===== config.mk =====
export PLATFORM = sky130hd
export DESIGN_NAME = mem_access_ctrl
export DESIGN_NICKNAME = d
export VERILOG_FILES = /design/src/rtl/mem_access_pkg.sv /design/src/rtl/mem_lane_align.sv /design/src/rtl/mem_access_ctrl.sv
export SDC_FILE = /design/constraint.sdc
export NUM_CORES = 1
export LEC_CHECK = 0
export CAP_MARGIN = 10
export CORE_AREA = 2 2 123 125
export DETAILED_ROUTE_END_ITERATION = 6
export DIE_AREA = 0 0 125 127
export MAX_ROUTING_LAYER = met4
export PLACE_DENSITY = 0.82
export SYNTH_ARGS = -nofsm -noshare
export SYNTH_HDL_FRONTEND = slang
export SYNTH_HIERARCHICAL = 1
export SYNTH_SLANG_ARGS = --single-unit

===== constraint.sdc =====
create_clock -name clk -period 4.3 [get_ports clk]
set_input_delay 0.86 -clock clk [delete_from_list [all_inputs] [get_ports clk]]
set_output_delay 0.86 -clock clk [all_outputs]
set_load 0.03 [all_outputs]

===== src/rtl/mem_access_pkg.sv =====
// Shared encodings and lane helpers for the load/store controller.
package mem_access_pkg;

  localparam logic [1:0] SZ_BYTE = 2'b00;
  localparam logic [1:0] SZ_HALF = 2'b01;
  localparam logic [1:0] SZ_WORD = 2'b10;
  localparam logic [1:0] SZ_ILL  = 2'b11;

  typedef logic [2:0] state_t;
  localparam state_t ST_IDLE   = 3'd0;
  localparam state_t ST_LOAD   = 3'd1;
  localparam state_t ST_RMW_RD = 3'd2;
  localparam state_t ST_WRITE  = 3'd3;
  localparam state_t ST_RESP   = 3'd4;

  // Pull the addressed byte/half out of a word and sign- or zero-extend it.
  function automatic logic [31:0] lane_extract(input logic [31:0] word,
                                               input logic [1:0]  size,
                                               input logic [1:0]  off,
                                               input logic        uns);
    logic [7:0]  b;
    logic [15:0] h;
    b = word[{off, 3'b000} +: 8];
    h = off[1] ? word[31:16] : word[15:0];
    case (size)
      SZ_BYTE: lane_extract = uns ? {24'd0, b} : {{24{b[7]}}, b};
      SZ_HALF: lane_extract = uns ? {16'd0, h} : {{16{h[15]}}, h};
      default: lane_extract = word;
    endcase
  endfunction

  // Overlay right-aligned store data onto the addressed lane, other lanes kept.
  function automatic logic [31:0] lane_merge(input logic [31:0] word,
                                             input logic [31:0] wdata,
                                             input logic [1:0]  size,
                                             input logic [1:0]  off);
    logic [31:0] res;
    res = word;
    case (size)
      SZ_BYTE: res[{off, 3'b000} +: 8]     = wdata[7:0];
      SZ_HALF: res[{off[1], 4'b0000} +: 16] = wdata[15:0];
      default: res = wdata;
    endcase
    return res;
  endfunction

endpackage


===== src/rtl/mem_lane_align.sv =====
// Combinational lane extract/extend (loads) and lane merge (sub-word stores).
module mem_lane_align
  import mem_access_pkg::*;
(
  input  logic [1:0]  size_i,
  input  logic [1:0]  off_i,
  input  logic        uns_i,
  input  logic [31:0] rd_i,
  input  logic [31:0] wdata_i,
  output logic [31:0] ld_data_o,
  output logic [31:0] st_data_o
);

  // Both paths see the same captured memory word; the FSM picks which it uses.
  always_comb begin
    ld_data_o = lane_extract(rd_i, size_i, off_i, uns_i);
    st_data_o = lane_merge(rd_i, wdata_i, size_i, off_i);
  end

endmodule


===== src/rtl/mem_access_ctrl.sv =====
// Load/store controller in front of a 32-bit word DataMem with combinational read.
module mem_access_ctrl
  import mem_access_pkg::*;
#(
  parameter int unsigned ADDR_W = 5
) (
  input  logic              clk,
  input  logic              rst,
  input  logic              req_valid,
  output logic              req_ready,
  input  logic              req_we,
  input  logic [1:0]        req_size,
  input  logic              req_unsigned,
  input  logic [31:0]       req_addr,
  input  logic [31:0]       req_wdata,
  output logic              resp_valid,
  input  logic              resp_ready,
  output logic [31:0]       resp_rdata,
  output logic              resp_err,
  output logic [ADDR_W-1:0] A,
  output logic [31:0]       WD,
  output logic              WE,
  input  logic [31:0]       RD
);

  state_t              state_q, state_d;
  logic [1:0]          size_q, size_d;
  logic                uns_q, uns_d;
  logic [1:0]          off_q, off_d;
  logic [31:0]         wdata_q, wdata_d;
  logic [ADDR_W-1:0]   a_q, a_d;
  logic [31:0]         wd_q, wd_d;
  logic                wr_q, wr_d;
  logic                rvalid_q, rvalid_d;
  logic [31:0]         rdata_q, rdata_d;
  logic                rerr_q, rerr_d;

  logic                addr_hi_set, misalign, acc_err;
  logic [31:0]         ld_data, st_data;

  mem_lane_align u_align (
    .size_i    (size_q),
    .off_i     (off_q),
    .uns_i     (uns_q),
    .rd_i      (RD),
    .wdata_i   (wdata_q),
    .ld_data_o (ld_data),
    .st_data_o (st_data)
  );

  // Fault classification of the incoming request, evaluated at accept.
  always_comb begin
    addr_hi_set = |(req_addr >> (ADDR_W + 2));
    misalign    = ((req_size == SZ_HALF) && req_addr[0]) ||
                  ((req_size == SZ_WORD) && (req_addr[1:0] != 2'b00));
    acc_err     = (req_size == SZ_ILL) || misalign || addr_hi_set;
  end

  // Next-state and registered-output logic.
  always_comb begin
    state_d  = state_q;
    size_d   = size_q;
    uns_d    = uns_q;
    off_d    = off_q;
    wdata_d  = wdata_q;
    a_d      = a_q;
    wd_d     = wd_q;
    wr_d     = 1'b0;
    rvalid_d = rvalid_q;
    rdata_d  = rdata_q;
    rerr_d   = rerr_q;
    unique case (state_q)
      ST_IDLE: begin
        if (req_valid) begin
          size_d  = req_size;
          uns_d   = req_unsigned;
          off_d   = req_addr[1:0];
          wdata_d = req_wdata;
          a_d     = req_addr[ADDR_W+1:2];
          rdata_d = '0;
          rerr_d  = 1'b0;
          if (acc_err) begin
            rerr_d   = 1'b1;
            rvalid_d = 1'b1;
            state_d  = ST_RESP;
          end else if (!req_we) begin
            state_d = ST_LOAD;
          end else if (req_size == SZ_WORD) begin
            wd_d    = req_wdata;
            wr_d    = 1'b1;
            state_d = ST_WRITE;
          end else begin
            state_d = ST_RMW_RD;
          end
        end
      end
      ST_LOAD: begin
        rdata_d  = ld_data;
        rvalid_d = 1'b1;
        state_d  = ST_RESP;
      end
      ST_RMW_RD: begin
        wd_d    = st_data;
        wr_d    = 1'b1;
        state_d = ST_WRITE;
      end
      ST_WRITE: begin
        // Memory write lands on the edge that leaves this state.
        rvalid_d = 1'b1;
        state_d  = ST_RESP;
      end
      ST_RESP: begin
        if (resp_ready) begin
          rvalid_d = 1'b0;
          state_d  = ST_IDLE;
        end
      end
      default: state_d = ST_IDLE;
    endcase
  end

  // State registers; async reset drops WE at once so an RMW in flight is abandoned.
  always_ff @(posedge clk or posedge rst) begin
    if (rst) begin
      state_q  <= ST_IDLE;
      size_q   <= '0;
      uns_q    <= 1'b0;
      off_q    <= '0;
      wdata_q  <= '0;
      a_q      <= '0;
      wd_q     <= '0;
      wr_q     <= 1'b0;
      rvalid_q <= 1'b0;
      rdata_q  <= '0;
      rerr_q   <= 1'b0;
    end else begin
      state_q  <= state_d;
      size_q   <= size_d;
      uns_q    <= uns_d;
      off_q    <= off_d;
      wdata_q  <= wdata_d;
      a_q      <= a_d;
      wd_q     <= wd_d;
      wr_q     <= wr_d;
      rvalid_q <= rvalid_d;
      rdata_q  <= rdata_d;
      rerr_q   <= rerr_d;
    end
  end

  assign req_ready  = (state_q == ST_IDLE) && !rst;
  assign resp_valid = rvalid_q;
  assign resp_rdata = rdata_q;
  assign resp_err   = rerr_q;
  assign A          = a_q;
  assign WD         = wd_q;
  assign WE         = wr_q;

endmodule


# == Word level (Yosys, flattened, before mapping) ==
# Cells that the tools add are included.
# word_totals
ff_bits,112
inputBits,104
out_inout_bits,73
word_cells,82
# op_classes
add_sub_neg,2
n_eq_ne,14
shifts,5
muxes,30
n_reduce_logical,20
# op_table
op,n
case mux 32 bit (2 select lines),4
2-to-1 mux 32 bit,7
bitwise mux 32 bit,2
"variable shift 16 x 7 -> 32 bit, first input constant",1
"variable shift 8 x 7 -> 32 bit, first input constant",1
variable part select 16 x 7 -> 32 bit,1
variable part select 32 x 6 -> 8 bit,1
variable part select 8 x 7 -> 32 bit,1
OR reduction 25 bit,1
2-to-1 mux 16 bit,1
negation 5 -> 7 bit,2
"inequality test 2 bit, second input constant",6
case mux 3 bit (4 select lines),1
2-to-1 mux 1 bit,9
2-to-1 mux 3 bit,3
"== test 3 x 2 -> 1 bit, second input constant",2
AND reduction 2 bit,3
nonzero test 2 bit,3
AND reduction 5 bit,1
"== test 2 x 1 -> 1 bit, second input constant",2
"== test 2 bit, second input constant",2
AND reduction 4 bit,1
"== test 3 x 1 -> 1 bit, second input constant",1
"== test 3 bit, second input constant",1
10 further kinds,14

# == Depth between registers and ports, before layout ==
# Gate-level depths: netlist (run 1).
# depth
ltp_word,8
depth_mapped,11
ltp_nobuf,7

# == Hierarchy ==
# Netlist (run 1), hierarchy kept.
# modules_own_cells
module,instances,cells_per_inst,area_per_inst_um2,seq_area_each_um2
mem_access_ctrl,1,471,5418.9,2802.7
mem_lane_align,1,276,1814.2,0.0

# == Least setup slack after synthesis (run 1) ==
# No wires, ideal clock.
# synth_path
kind,input to output
start,input rst
end,output req_ready
arrival_ns,1.761
t_required_ns,3.440
path_slack_ns,1.679
stages,1
path_buffers,0
path_cell_list,nor4_1
# synth_between
elab_chain_len,2
# synth_rtl
item,line_no,text
"start, declared",mem_access_ctrl.sv:8,"input logic rst,"
zero test 1 bit,mem_access_ctrl.sv:151,assign req_ready = (state_q == ST_IDLE) && !rst;
logical AND 1 bit,mem_access_ctrl.sv:151,
"end, declared",mem_access_ctrl.sv:10,"output logic req_ready,"
# Every way passes these cells.

# == Final worst setup path (run 1) ==
# Ends and elaborated chain as after synthesis.

==> impl_metrics.py, run 1 <==
metrics = {
    "layout": {
        "stdcell_count": 1060,
        "n_antenna_cell": 0,
        "layout_commonest_cell": "clkdlybuf4s50_1",
        "most-common-layout-cells": "clkdlybuf4s50_1, nand2_1, dfrtp_1, o21ai_0, mux2i_1",
        "fin_nets": 980,
        "layout-drive-gt1-share_pct": 10.73,
        "syn_to_final_growth_pct": 27.88,
    },
    "clock_tree": {
        "clockBufferDepth": 2,
        "cts_setup_buffers": 0,
        "clkTransAtPathRegs_ps": 70,
        "post_cts_resized": 0,
        "cts_tree": "built",
        "root_buffer": "clkbuf_16",
        "htreeDepth": 3,
        "clk-insertion-delay-late_ps": 350,
        "cts_buffers": 9,
        "clock-sinks": 112,
        "cts_hold_buffers": 0,
    },
    "synthesis": {
        "ys_seq_elements": 112,
        "syn_nets": 856,
        "ys_seq_area_share_pct": 38.75,
        "synth_cell_types": 60,
        "synthCells": 747,
        "ys.flop_type": "dfrtp_1",
        "synth_edf_count": 0,
        "async_reset_ff_share_pct": 100.0,
        "syn_area_mm2": 0.007233,
        "syn_avg_cell_area_um2": 9.683,
        "yosysWarnings": 6,
    },
    "grt": {
        "grt_max_degree": 67,
        "gr-total-overflow": 0,
        "grt.total_usage_pct": 28.10,
        "grt_pass1_vias": 6293,
        "antenna_found_initial": 0,
        "grt_pass1_wl_um": 34660,
    },
    "drt": {
        "wire_per_inst_um": 20.90,
        "met1_length_um": 9496,
        "post-route-drc-count": 0,
        "highest_layer": "met4",
        "vias_per_cell": 6.318,
        "dr.pass1.iters": 6,
        "vias": 6697,
        "initialDrtViolationCount": 797,
        "totalWireLength_um": 22150,
        "dr_wl_met3_um": 2173,
        "met2_length_um": 9874,
        "ant_nets": 0,
    },
    "sta": {
        "hold_ws_ps": 494.9,
        "drv_slew": 0,
        "min_period_over_period_pct": 71.41,
        "maxSlewHeadroom_pct": 22.15,
        "period_minus_slack_ps": 3071,
        "finClkSkew_ps": 9.060,
        "setup_viol": 0,
        "tightest_slew_ps": 1168,
        "rsz0062_at_grt": "false",
        "final_hold_viol_count": 0,
        "max_freq_mhz": 325.7,
        "fin_tns_setup_ps": 0,
    },
    "critical_path": {
        "r2r_slack_ps": 1620,
        "crit_start": "rst",
        "arrival_ps": 2210,
        "reg2reg_depth": 6,
        "endpoint": "req_ready",
        "worstReg2RegEnd": "WD[6]$_DFFE_PP0P_",
        "cp-end-kind": "output port",
        "cp_max_fo": 2,
        "reg2reg_from": "size_q[0]$_DFFE_PP0P_",
        "worstSetupPathType": "in -> out",
        "crit_required_ps": 3440,
        "critPathLaunchType": "primary input",
    },
    "power": {
        "irDropWorstVdd_uv": 211.8,
        "powerDensity_mw_per_mm2": 354.3,
        "finalPower_mw": 3.277,
        "p_leak_nw": 3.785,
    },
    "floorplan": {
        "rows": 44,
        "die_x_um": 125,
        "die_h_um": 127,
        "die-area_mm2": 0.01588,
        "initial_core_util_pct": 50.15,
        "coreArea_mm2": 0.01442,
        "ios": 177,
    },
    "run_status": {
        "outcome": "completed",
    },
    "job": {
        "cap_violations": 0,
    },
    "placed_design": {
        "place.gp.congestion": 0.9386,
        "portBuffers": 176,
        "dp_hpwl_um": 15170,
        "numPlacedInstances": 1044,
    },
    "hold_path": {
        "hp-class": "reg -> reg",
    },
}
## metrics by stage
stage,cell area [um^2],setup WS (ps),utilization (%)
2_1_floorplan,7233,481.0,-
3_3_place_gp,8896,1222,61.68
3_5_place_dp,8896,1222,61.68
4_1_cts,9250,1210,64.13
5_1_grt,9250,1167,64.13
6_report,9250,1229,64.13
## critical path, stage by stage
cell	delay (ps)
clkdlybuf4s50_1	460
nor4_1	180
clkdlybuf4s50_1	710
## registers in the layout, indices dropped and copies added, names as in the netlist
signal,flops
WD,32
resp_rdata,32
wdata_q,32
A,5
state_q,3
off_q,2
size_q,2
WE,1
resp_err,1
resp_valid,1
uns_q,1
## cell families after synthesis
kind of cell / after synthesis / share of synthesized area [%]
simple gates: 227 / 16.07
compound gates: 208 / 22.40
flops: 112 / 38.75
mux: 101 / 14.89
buf+inv: 94 / 7.023
fa+ha+maj: 5 / 0.8649
## how the worst min path moves through the flow
stage / startpoint / endpoint / slack, ps / cells past startpoint
after floorplan: wdata_q[16]$_DFFE_PP0P_ / wdata_q[16]$_DFFE_PP0P_ / 460 / 1
final: A[1]$_DFFE_PP0P_ / A[1]$_DFFE_PP0P_ / 490 / 1
after global placement: wdata_q[20]$_DFFE_PP0P_ / wdata_q[20]$_DFFE_PP0P_ / 470 / 1
after detailed placement: wdata_q[22]$_DFFE_PP0P_ / wdata_q[22]$_DFFE_PP0P_ / 480 / 1
after CTS: wdata_q[28]$_DFFE_PP0P_ / wdata_q[28]$_DFFE_PP0P_ / 500 / 1
after global routing: wdata_q[28]$_DFFE_PP0P_ / wdata_q[28]$_DFFE_PP0P_ / 520 / 1
## power breakdown
group	total, mW	internal [mW]	switching, mW
clock	0.996	0.589	0.406
sequential	1.29	1.14	0.144
combinational	0.994	0.438	0.556
total	3.28	2.17	1.11
## synthesized netlist by cell type, drive strengths merged, types with 8 or more instances
master	n	share of area [%]
and2	9	0.78
o2111ai	8	0.97
a211o	9	1.2
or2	33	2.9
inv	16	0.83
nand3	17	1.2
nand2	116	6.0
dfrtp	112	39
nor4	8	0.69
o211ai	8	0.83
o21ai	72	5.0
clkbuf	22	1.1
mux2i	57	7.9
a41oi	65	8.8
a221o	8	1.1
buf	56	5.1
mux2	43	6.7
## final cells by class
cell class	instances	area (um^2)
clock buffer	10	239.0
clock inverter	6	115.1
fill	1193	5174
inverter	16	62.56
multi-input combinational	541	3925
sequential	112	2804
tap	184	230.2
timing repair buffer	191	1874
## per-layer routing
layer  vias to the layer above  track usage, %
met2                       404           40.63
met1                      3200           39.18
met3                        44           5.821
met4                         0           10.52
met5                         -               -
li1                       3049               -
Power figures use the tool's default switching activity.
==> run 2, diff against run 1 <==
CORE_AREA = 2 2 129 131   (was 2 2 123 125)
DIE_AREA = 0 0 131 133   (was 0 0 125 127)
PLACE_DENSITY = 0.79   (was 0.82)
clock period = 2.5 ns   (was 4.3 ns; I/O delays follow)
==> run 2 against run 1 <==
Effect of this change:
- worst hold slack got worse by 5.5 ps
- cell count is 5.5% higher
- count of clock-buffer cells in the layout fell by 1
- register-to-register slack worse by 1400 ps
- combinational power grew 90%
- clock skew down 1.1 ps
- wire length up 3.1%
- via count up 1.7%
- critical path type is now reg -> reg
- critical endpoint is now WD[15]$_DFFE_PP0P_
- largest cell class unchanged
==> impl_metrics.py, run 2 (synthesis gave the netlist of run 1 again) <==
metrics = {
    "power": {
        "irDropWorstVdd_uv": 394.8,
        "p_leak_nw": 3.904,
        "powerDensity_mw_per_mm2": 574.2,
    },
    "drt": {
        "dr.pass1.iters": 6,
        "post-route-drc-count": 0,
        "vias": 6812,
        "ant_nets": 0,
        "wire_per_inst_um": 20.43,
        "vias_per_cell": 6.093,
        "totalWireLength_um": 22840,
        "initialDrtViolationCount": 639,
    },
    "critical_path": {
        "worstPathCellList": "nor4_1, nand4_1, o211ai_1, mux2i_1, a41oi_1",
        "r2r_slack_ps": 210,
        "cp-end-kind": "flop",
        "worstSetupPathType": "reg -> reg",
        "slowest_stage": "dfrtp_1",
        "arrival_ps": 2560,
        "cpPeakStageDelay_ps": 550,
        "cp_max_fo": 12,
        "crit_required_ps": 2780,
        "reg2reg_depth": 5,
        "critPathLaunchType": "flop",
    },
    "layout": {
        "fin_area_mm2": 0.009540,
        "most-common-layout-cells": "clkdlybuf4s50_1, nand2_1, dfrtp_1, o21ai_0, mux2i_1",
        "multi_input_area_mm2": 0.003925,
        "fin_nets": 1002,
        "layout_commonest_cell": "clkdlybuf4s50_1",
        "n_antenna_cell": 0,
        "syn_to_final_growth_pct": 31.90,
        "num-fill-cells": 1391,
        "seq_area_mm2": 0.002804,
        "layout-drive-gt1-share_pct": 13.03,
        "fin_util_pct": 58.99,
    },
    "grt": {
        "grt_pass1_wl_um": 35160,
        "antenna_found_initial": 0,
        "gr-total-overflow": 0,
        "grt.total_usage_pct": 26.92,
        "grt_pass1_vias": 6336,
        "grt_max_degree": 66,
    },
    "floorplan": {
        "die_h_um": 133,
        "coreArea_mm2": 0.01617,
        "die_x_um": 131,
        "initial_core_util_pct": 44.73,
        "rows": 47,
        "die-area_mm2": 0.01742,
        "ios": 177,
    },
    "placed_design": {
        "portBuffers": 176,
        "dp_hpwl_um": 16210,
        "place.gp.congestion": 0.9637,
        "dpl-instance-area_mm2": 0.009255,
        "place_worst_setup_slack_ps": 209.3,
    },
    "hold_path": {
        "hp-class": "reg -> reg",
        "whs_path_depth": 1,
    },
    "sta": {
        "drv_slew": 0,
        "max_freq_mhz": 437.6,
        "tightest_slew_ps": 1195,
        "rsz0062_at_grt": "false",
        "min_period_over_period_pct": 91.41,
        "final_hold_viol_count": 0,
        "period_minus_slack_ps": 2285,
        "fin_tns_setup_ps": 0,
        "maxSlewHeadroom_pct": 20.33,
        "finClkSkew_ps": 7.996,
        "setup_viol": 0,
        "fin_ws_ps": 214.8,
    },
    "clock_tree": {
        "clk-insertion-delay-late_ps": 360,
        "cts_setup_buffers": 0,
        "post_cts_resized": 0,
        "clock-sinks": 112,
        "cts_hold_buffers": 0,
        "clockBufferDepth": 2,
        "htreeDepth": 3,
        "cts_buffers": 9,
        "root_buffer": "clkbuf_16",
        "clkTransAtPathRegs_ps": 80,
        "cts_tree": "built",
    },
    "job": {
        "cap_violations": 0,
    },
    "run_status": {
        "outcome": "completed",
    },
}
run 2: cell types whose count changed in the layout (fill, tap and decap cells not counted):
cell and delta:
clkbuf_8 -1, buf_4 +11, clkinvlp_4 +1, bufinv_16 -3
inv_4 -1, buf_12 +12, clkdlybuf4s50_1 -1, inv_6 +4
run 2: final cells by class:
cell class	instances	area share, %
tap	220	2.885
multi-input combinational	541	41.14
clock inverter	7	0.6295
clock buffer	9	2.361
sequential	112	29.39
inverter	16	0.6689
timing repair buffer	213	22.92
run 2: stage by stage:
stage | std cells | hold WS (ps) | power, mW
finish | 1118 | 489.4 | 5.478
global route | 1118 | 511.9 | 5.725
CTS | 1118 | 491.9 | 5.469
detailed placement | 1102 | 473.7 | 4.030
global placement | 1102 | 468.8 | 3.997
floorplan | 747 | 458.5 | 3.359
run 2: path summary, 6_finish.rpt:
check	end	start
setup / recovery	WD[15]$_DFFE_PP0P_	size_q[0]$_DFFE_PP0P_
setup reg to reg	WD[15]$_DFFE_PP0P_	size_q[0]$_DFFE_PP0P_
hold / removal	A[0]$_DFFE_PP0P_	A[0]$_DFFE_PP0P_
max in group asynchronous	wdata_q[12]$_DFFE_PP0P_	rst
min in group asynchronous	WE$_DFF_PP0_	rst
hold reg to reg	A[0]$_DFFE_PP0P_	A[0]$_DFFE_PP0P_
run 2: where the power goes:
group          switching, mW  internal (mW)
Clock                  0.737          0.698
Sequential             0.185           1.97
Combinational           1.04          0.851
run 2: critical path: cells and delay by family, from the launching register on:
kind | cells | cell delay (ps)
simple gates | 2 | 900
mux | 1 | 160
flops | 1 | 550
compound gates | 2 | 600
run 2: per-layer routing:
metal | global-route usage, % | vias up | routed length, um
li1 | - | 3090 | -
met1 | 39.30 | 3318 | 9966
met2 | 37.05 | 349 | 10030
met3 | 4.084 | 55 | 1999
met4 | 11.41 | 0 | 841
met5 | - | - | 0
==> run 3, diff against run 2 <==
SKIP_LAST_GASP = 1   (was not set)
==> results of run 3 <==
Final layout, timing and power as in run 2 (identical DEF).
